==> config.mk <==
export PLATFORM = sky130hd
export DESIGN_NAME = mining_sequencer
export DESIGN_NICKNAME = d
export VERILOG_FILES = /design/src/rtl/mining_sequencer.sv
export SDC_FILE = /design/constraint.sdc
export NUM_CORES = 1
export LEC_CHECK = 0
export CAP_MARGIN = 20
export CELL_PAD_IN_SITES_DETAIL_PLACEMENT = 0
export CELL_PAD_IN_SITES_GLOBAL_PLACEMENT = 1
export CORE_UTILIZATION = 50
export CTS_CLUSTER_SIZE = 30
export DETAILED_ROUTE_END_ITERATION = 8
export DONT_BUFFER_PORTS = 1
export PLACE_DENSITY_LB_ADDON = 0.1
export SETUP_SLACK_MARGIN = 0.3
export SYNTH_ARGS = -nofsm -noshare
export SYNTH_HDL_FRONTEND = slang
export SYNTH_SLANG_ARGS = --single-unit
==> constraint.sdc <==
create_clock -name clock -period 5.9 [get_ports clock]
set_input_delay 0.295 -clock clock [delete_from_list [all_inputs] [get_ports clock]]
set_output_delay 0.295 -clock clock [all_outputs]
set_load 0.01 [all_outputs]
==> src/rtl/mining_sequencer.sv <==
// Control sequencer for the hash-mining datapath: loads message words, then walks a
// nonce range running ROUNDS x ROUND_CYCLES compression sub-phases plus a target check
// per nonce, stopping on a hit, on range exhaustion or on abort.
module mining_sequencer #(
  parameter  int unsigned NONCE_W      = 32,
  parameter  int unsigned ROUNDS       = 64,
  parameter  int unsigned ROUND_CYCLES = 3,
  parameter  int unsigned LOAD_WORDS   = 16,
  localparam int unsigned RIDX_W       = (ROUNDS > 1) ? $clog2(ROUNDS) : 1
) (
  input  logic               clock,
  input  logic               reset,
  input  logic               start,
  input  logic               abort,
  input  logic               word_valid,
  input  logic [NONCE_W-1:0] nonce_base,
  input  logic [NONCE_W-1:0] nonce_limit,
  input  logic               hash_hit,
  output logic [2:0]         state,
  output logic               load_ready,
  output logic               round_en,
  output logic [RIDX_W-1:0]  round_idx,
  output logic [1:0]         phase,
  output logic [NONCE_W-1:0] nonce,
  output logic               done,
  output logic               found
);

  localparam int unsigned WCNT_W = (LOAD_WORDS > 1) ? $clog2(LOAD_WORDS) : 1;

  typedef enum logic [2:0] {
    S_IDLE    = 3'd0,
    S_LOAD    = 3'd1,
    S_PREP    = 3'd2,
    S_ROUND   = 3'd3,
    S_CHECK   = 3'd4,
    S_NEXT    = 3'd5,
    S_FOUND   = 3'd6,
    S_EXHAUST = 3'd7
  } state_t;

  state_t              state_q, state_d;
  logic [WCNT_W-1:0]   word_cnt_q, word_cnt_d;
  logic [RIDX_W-1:0]   round_idx_q, round_idx_d;
  logic [1:0]          phase_q, phase_d;
  logic [NONCE_W-1:0]  nonce_q, nonce_d;
  logic [NONCE_W-1:0]  limit_q, limit_d;

  // State and counter registers
  always_ff @(posedge clock or posedge reset) begin
    if (reset) begin
      state_q     <= S_IDLE;
      word_cnt_q  <= '0;
      round_idx_q <= '0;
      phase_q     <= '0;
      nonce_q     <= '0;
      limit_q     <= '0;
    end else begin
      state_q     <= state_d;
      word_cnt_q  <= word_cnt_d;
      round_idx_q <= round_idx_d;
      phase_q     <= phase_d;
      nonce_q     <= nonce_d;
      limit_q     <= limit_d;
    end
  end

  // Next-state and counter update; abort overrides everything but reset
  always_comb begin
    state_d     = state_q;
    word_cnt_d  = word_cnt_q;
    round_idx_d = round_idx_q;
    phase_d     = phase_q;
    nonce_d     = nonce_q;
    limit_d     = limit_q;

    if (abort) begin
      state_d     = S_IDLE;
      word_cnt_d  = '0;
      round_idx_d = '0;
      phase_d     = '0;
    end else begin
      unique case (state_q)
        S_IDLE, S_FOUND, S_EXHAUST: begin
          if (start) begin
            state_d    = S_LOAD;
            nonce_d    = nonce_base;
            limit_d    = nonce_limit;
            word_cnt_d = '0;
          end
        end
        S_LOAD: begin
          if (word_valid) begin
            word_cnt_d = word_cnt_q + WCNT_W'(1);
            if (word_cnt_q == WCNT_W'(LOAD_WORDS - 1)) state_d = S_PREP;
          end
        end
        S_PREP: begin
          round_idx_d = '0;
          phase_d     = '0;
          state_d     = S_ROUND;
        end
        S_ROUND: begin
          if (phase_q == 2'(ROUND_CYCLES - 1)) begin
            phase_d = '0;
            if (round_idx_q == RIDX_W'(ROUNDS - 1)) state_d = S_CHECK;
            else round_idx_d = round_idx_q + RIDX_W'(1);
          end else begin
            phase_d = phase_q + 2'd1;
          end
        end
        S_CHECK: begin
          if (hash_hit)               state_d = S_FOUND;
          else if (nonce_q == limit_q) state_d = S_EXHAUST;
          else                         state_d = S_NEXT;
        end
        S_NEXT: begin
          nonce_d = nonce_q + NONCE_W'(1);
          state_d = S_PREP;
        end
        default: state_d = S_IDLE;
      endcase
    end
  end

  // Outputs are registers or decodes of the registered state
  assign state      = state_q;
  assign load_ready = (state_q == S_LOAD);
  assign round_en   = (state_q == S_ROUND);
  assign round_idx  = round_idx_q;
  assign phase      = phase_q;
  assign nonce      = nonce_q;
  assign done       = (state_q == S_FOUND) || (state_q == S_EXHAUST);
  assign found      = (state_q == S_FOUND);

endmodule

### Yosys cells after proc, flatten, opt, wreduce, memory -nomap -nowiden

Cells that the tools add are included.

| operators by class | value |
|---|---|
| add/subtract/negate cells | 4 |
| eq/ne operators | 18 |
| mux-type cells | 22 |
| bitwise logic cells | 1 |
| reductions and logical operators | 11 |

Operators by type and width:

| operator | number |
|---|---|
| one-hot mux 32 bit (2 select lines) | 1 |
| adder 32 x 1 -> 32 bit (second input constant) | 1 |
| == test 32 bit | 1 |
| 2-to-1 mux 32 bit | 1 |
| 2-to-1 mux 3 bit | 6 |
| 2-to-1 mux 6 bit | 3 |
| one-hot mux 3 bit (6 select lines) | 1 |
| == test 3 bit (second input constant) | 4 |
| 2-to-1 mux 4 bit | 3 |
| one-hot mux 6 bit (2 select lines) | 1 |
| AND reduction 3 bit | 4 |
| != test 3 x 2 -> 1 bit (second input constant) | 3 |
| != test 3 bit (second input constant) | 3 |
| 2-to-1 mux 2 bit | 4 |
| one-hot mux 4 bit (2 select lines) | 1 |
| adder 6 x 1 -> 6 bit (second input constant) | 1 |
| == test 3 x 2 -> 1 bit (second input constant) | 2 |
| == test 6 bit (second input constant) | 1 |
| nonzero test 3 bit | 2 |
| AND reduction 5 bit | 1 |
| adder 4 x 1 -> 4 bit (second input constant) | 1 |
| == test 4 bit (second input constant) | 1 |
| one-hot mux 2 bit (2 select lines) | 1 |
| == test 3 x 1 -> 1 bit (second input constant) | 1 |
| other kinds (8) | 8 |

| word-level totals | value |
|---|---|
| bits in registers | 79 |
| word-level logic and storage cells | 62 |

### Depth between registers and ports, before layout

| logic depth | value |
|---|---|
| depth in word-level cells | 5 |
| depth in mapped cells | 9 |

### Worst setup path after synthesis

Ideal clock, no wire load.

| path | value |
|---|---|
| path type | register to register |
| start | reg nonce_q[0] (netlist: nonce[0]) |
| end | reg nonce_q[26] (netlist: nonce[26]) |
| setup time | 0.094 ns |
| arrival time | 1.994 ns |
| required time | 5.806 ns |
| slack | 3.812 ns |
| stages on the path, launching flop included | 10 |
| path buffers | 3 |
| period minus slack after synthesis | 2.088 ns |
| path through | dfrtp_1 -> ha_1 -> and4_1 -> buf_2 -> and3_1 -> buf_2 -> and3_1 -> buf_2 -> a31o_1 -> a211oi_1 |

| on the way | value |
|---|---|
| longest elaborated chain between the ends | 2 |

RTL lines:

| item | line | text |
|---|---|---|
| from (decl) | 46 | `logic [NONCE_W-1:0] nonce_q, nonce_d;` |
| from (signal assigned) | 63 | `nonce_q <= nonce_d;` |
| adder 32 x 1 -> 32 bit | 118 | `nonce_d = nonce_q + NONCE_W'(1);` |
| one-hot mux 32 bit (2 select lines) | 83 | `unique case (state_q)` |

Every way passes these cells.
A chain may end at the register's enable or synchronous reset.

### Worst setup path in the final report

| path | value |
|---|---|
| start | reg state_q[2] (netlist: state[2]) |
| end | reg nonce_q[16] (netlist: nonce[16]) |

| on the way | value |
|---|---|
| longest elaborated chain between the ends | 4 |
| elaborated cells on any way between the ends | 9 |
| classes of those cells | 4 x eq/ne; 1 x mux; 4 x reduce/logical |

RTL lines:

| item | line | text |
|---|---|---|
| from (decl) | 42 | `state_t state_q, state_d;` |
| from (signal assigned) | 59 | `state_q <= state_d;` |
| == test 3 bit or logical NOT 3 bit (tied branches) | 83 |  |
| OR reduction 3 bit | 83 |  |
| != test 2 bit (no line) or nonzero test 2 bit (tied branches) | n/a |  |
| AND reduction 3 bit (no line) | n/a |  |

Several ways; a longest one is shown, not always the timed one.

==> results.ini <==
[detailed_routing]
drt_wl_total_um = 12300
drtIter0Drc = 293
wl_per_cell_um = 19.4
via_per_inst = 6.19
first_pass_iters = 5
vias = 3918
drc = 0
ant_nets = 0

[placement]
routabilityCongestion = 0.810
post_dp_cell_area_sq_um = 4520
place_hpwl_um = 8570
portBuffers = 0

[setup_path]
startpoint = state[2]
start_kind = flip-flop
rrSetupSlack_ps = 2720
worst_r2r_path_depth = 7
path_max_fanout = 40
cp.required_ps = 6130
reg2reg_from = state[2]
critPathKind = flip-flop to flip-flop
end_kind = flip-flop
r2r-end = nonce[16]
arrival_ps = 3410
cp-endpoint = nonce[16]

[yosys]
synth_area_sq_um = 4510
ys_ff_latch = 79
synth_ff_type = dfrtp_1
seq_area_frac_synth = 0.439
ys_async_sr_fraction = 1.00
ys_warn_count = 0
syn_inst = 541
synth_edf_count = 0
synth_area_per_cell_sq_um = 8.33
syn_nets = 614
ys_types = 56

[power_and_ir_drop]
vdd_drop_max_mv = 0.228
p_int_mw = 1.39
seqPwrFrac = 0.476
leakage_nw = 2.01
combPwrFrac = 0.350
p_per_area_nw_per_um2 = 521
p_sw_mw = 1.10
p_sw_frac = 0.442
total_power_mw = 2.48
pwr-share-clk = 0.174

[sta]
rsz0062_at_grt = no
slew-limit-headroom = 0.397
finalSetupTns_ps = 0
skew_ps = 10.6
drv_slew = 0
tightest_slew_ps = 897
post-route-period-util = 0.539
period_minus_slack_ps = 3180
hold_violations = 0
clock.fmax_mhz = 314
setup_viol = 0

[floorplan]
die-area_sq_um = 9400
die_x_um = 96.9
pin_count = 117
core_sq_um = 8720
initial_utilization = 0.517
die_h_um = 96.9
std_cell_rows = 34

[worst_hold_path]
hp-class = primary input to flip-flop
hold_depth = 1

[clock_network]
insertion_delay_ps = 360
htree_num_levels = 3
clk_pin_slew_ps = 80
cts.sinks = 79
ctsRootBufferMaster = clkbuf_8
cts_resized = 0
cts-buffers-inserted = 9
clock_path_buffers = 2
post_cts_buffers = 0
cts_tree = done

[finish]
nets = 595
design_area_sq_um = 4760
diodes = 0
fillers = 854
area_growth_pct = 5.72
seqCellArea_sq_um = 1980
layout_common_cells = 133 x nand2_1, 79 x dfrtp_1, 44 x a21oi_1
final_common_cell = nand2_1
final_layout_size_suffix_gt1_frac = 0.0533
multi_input_area_sq_um = 2330

[global_route]
grt_pass1_vias = 3750
gr-total-overflow = 0
antenna_found_initial = 1
grt_pass1_wl_um = 20000
grt_max_degree = 80
grt.total_usage = 0.271

[flow_run]
drv_cap = 0

[outcome]
status = finished, final reports clean

-- power by group through the flow --
stage | sequential, mW | clock (mW) | combinational (mW)
after detailed placement | 1.19 | 0 | 0.872
final | 1.18 | 0.431 | 0.870
after CTS | 1.18 | 0.442 | 0.875
after global routing | 1.23 | 0.460 | 0.993
after global placement | 1.18 | 0 | 0.851
after floorplan | 1.04 | 0 | 0.767
-- worst min-delay path by stage --
stage / to / start
final: state[1] / abort
after global routing: state[1] / abort
after CTS: state[1] / abort
after detailed placement: phase[1] / abort
after global placement: phase[1] / abort
after floorplan: limit_q[0] / nonce_limit[0]
-- metrics by stage --
stage	hold slack (ps)	utilization	worst slack [ps]	std cells
2_1_floorplan	400	-	3580	541
6_report	21.1	0.546	2720	633
3_3_place_gp	363	0.518	2810	616
3_5_place_dp	363	0.518	2740	616
4_1_cts	14.1	0.542	2720	631
5_1_grt	16.7	0.546	2490	633
-- state kept, by name, indices dropped and copies added (netlist names) --
name and cells:
phase 2, limit_q 32, nonce 32, word_cnt_q 4
state 3, round_idx 6
-- critical path: stages, from the launching register on --
cell,delay [ps]
dfrtp_1,640
or3b_1,520
a221oi_4,260
buf_4,420
nand2_1,570
buf_4,410
o311ai_0,100
o21ai_0,120
-- layout make-up --
| type | instances | area share |
|---|---|---|
| clock buffer | 9 | 0.0260 |
| sequential | 79 | 0.415 |
| clock inverter | 5 | 0.0158 |
| inverter | 10 | 0.00814 |
| timing repair buffer | 8 | 0.0179 |
| multi-input combinational | 414 | 0.489 |
| tap | 108 | 0.0284 |
-- cell families (layout without fill, tap and decap cells) --
logic type      Yosys count  after routing  share of synthesized area
simple gates            246            246                      0.257
compound gates          130            130                      0.180
mux                       2              2                    0.00444
buf+inv                  48             32                     0.0472
xor+xnor                 33             33                     0.0641
fa+ha+maj                 3              3                    0.00833
flops                    79             79                      0.439
-- metal layers --
metal | global-route usage | up-vias | share of wire
li1 | - | 1877 | -
met1 | 0.345 | 1894 | 0.44
met2 | 0.445 | 120 | 0.48
met3 | 0.0672 | 25 | 0.058
met4 | 0.102 | 2 | 0.024
met5 | 0 | - | 0.0012
-- cells in the mapped netlist (all sizes together) (3+ instances only) --
library cell / count / area share
nand4: 19 / 0.026
xnor2: 29 / 0.056
inv: 10 / 0.0083
nor2: 23 / 0.021
a21oi: 44 / 0.049
clkbuf: 17 / 0.014
a31o: 3 / 0.0058
and3: 10 / 0.014
and2: 3 / 0.0042
buf: 21 / 0.025
nand2b: 3 / 0.0042
o22ai: 13 / 0.018
a211oi: 3 / 0.0050
dfrtp: 79 / 0.44
nor3: 12 / 0.013
and4: 6 / 0.012
nand3: 22 / 0.024
ha: 3 / 0.0083
o21ai: 29 / 0.032
a2bb2oi: 8 / 0.016
xor2: 4 / 0.0078
nor4: 5 / 0.010
o31ai: 5 / 0.0083
a31oi: 4 / 0.0056
nand2: 133 / 0.11
-- what timing repair did --
action,in CTS,in global routing
endpoints found under the hold margin,2,7
setup endpoints to repair,0,0
hold buffers,1,1
No activity file was read; power rests on OpenSTA's default activity.
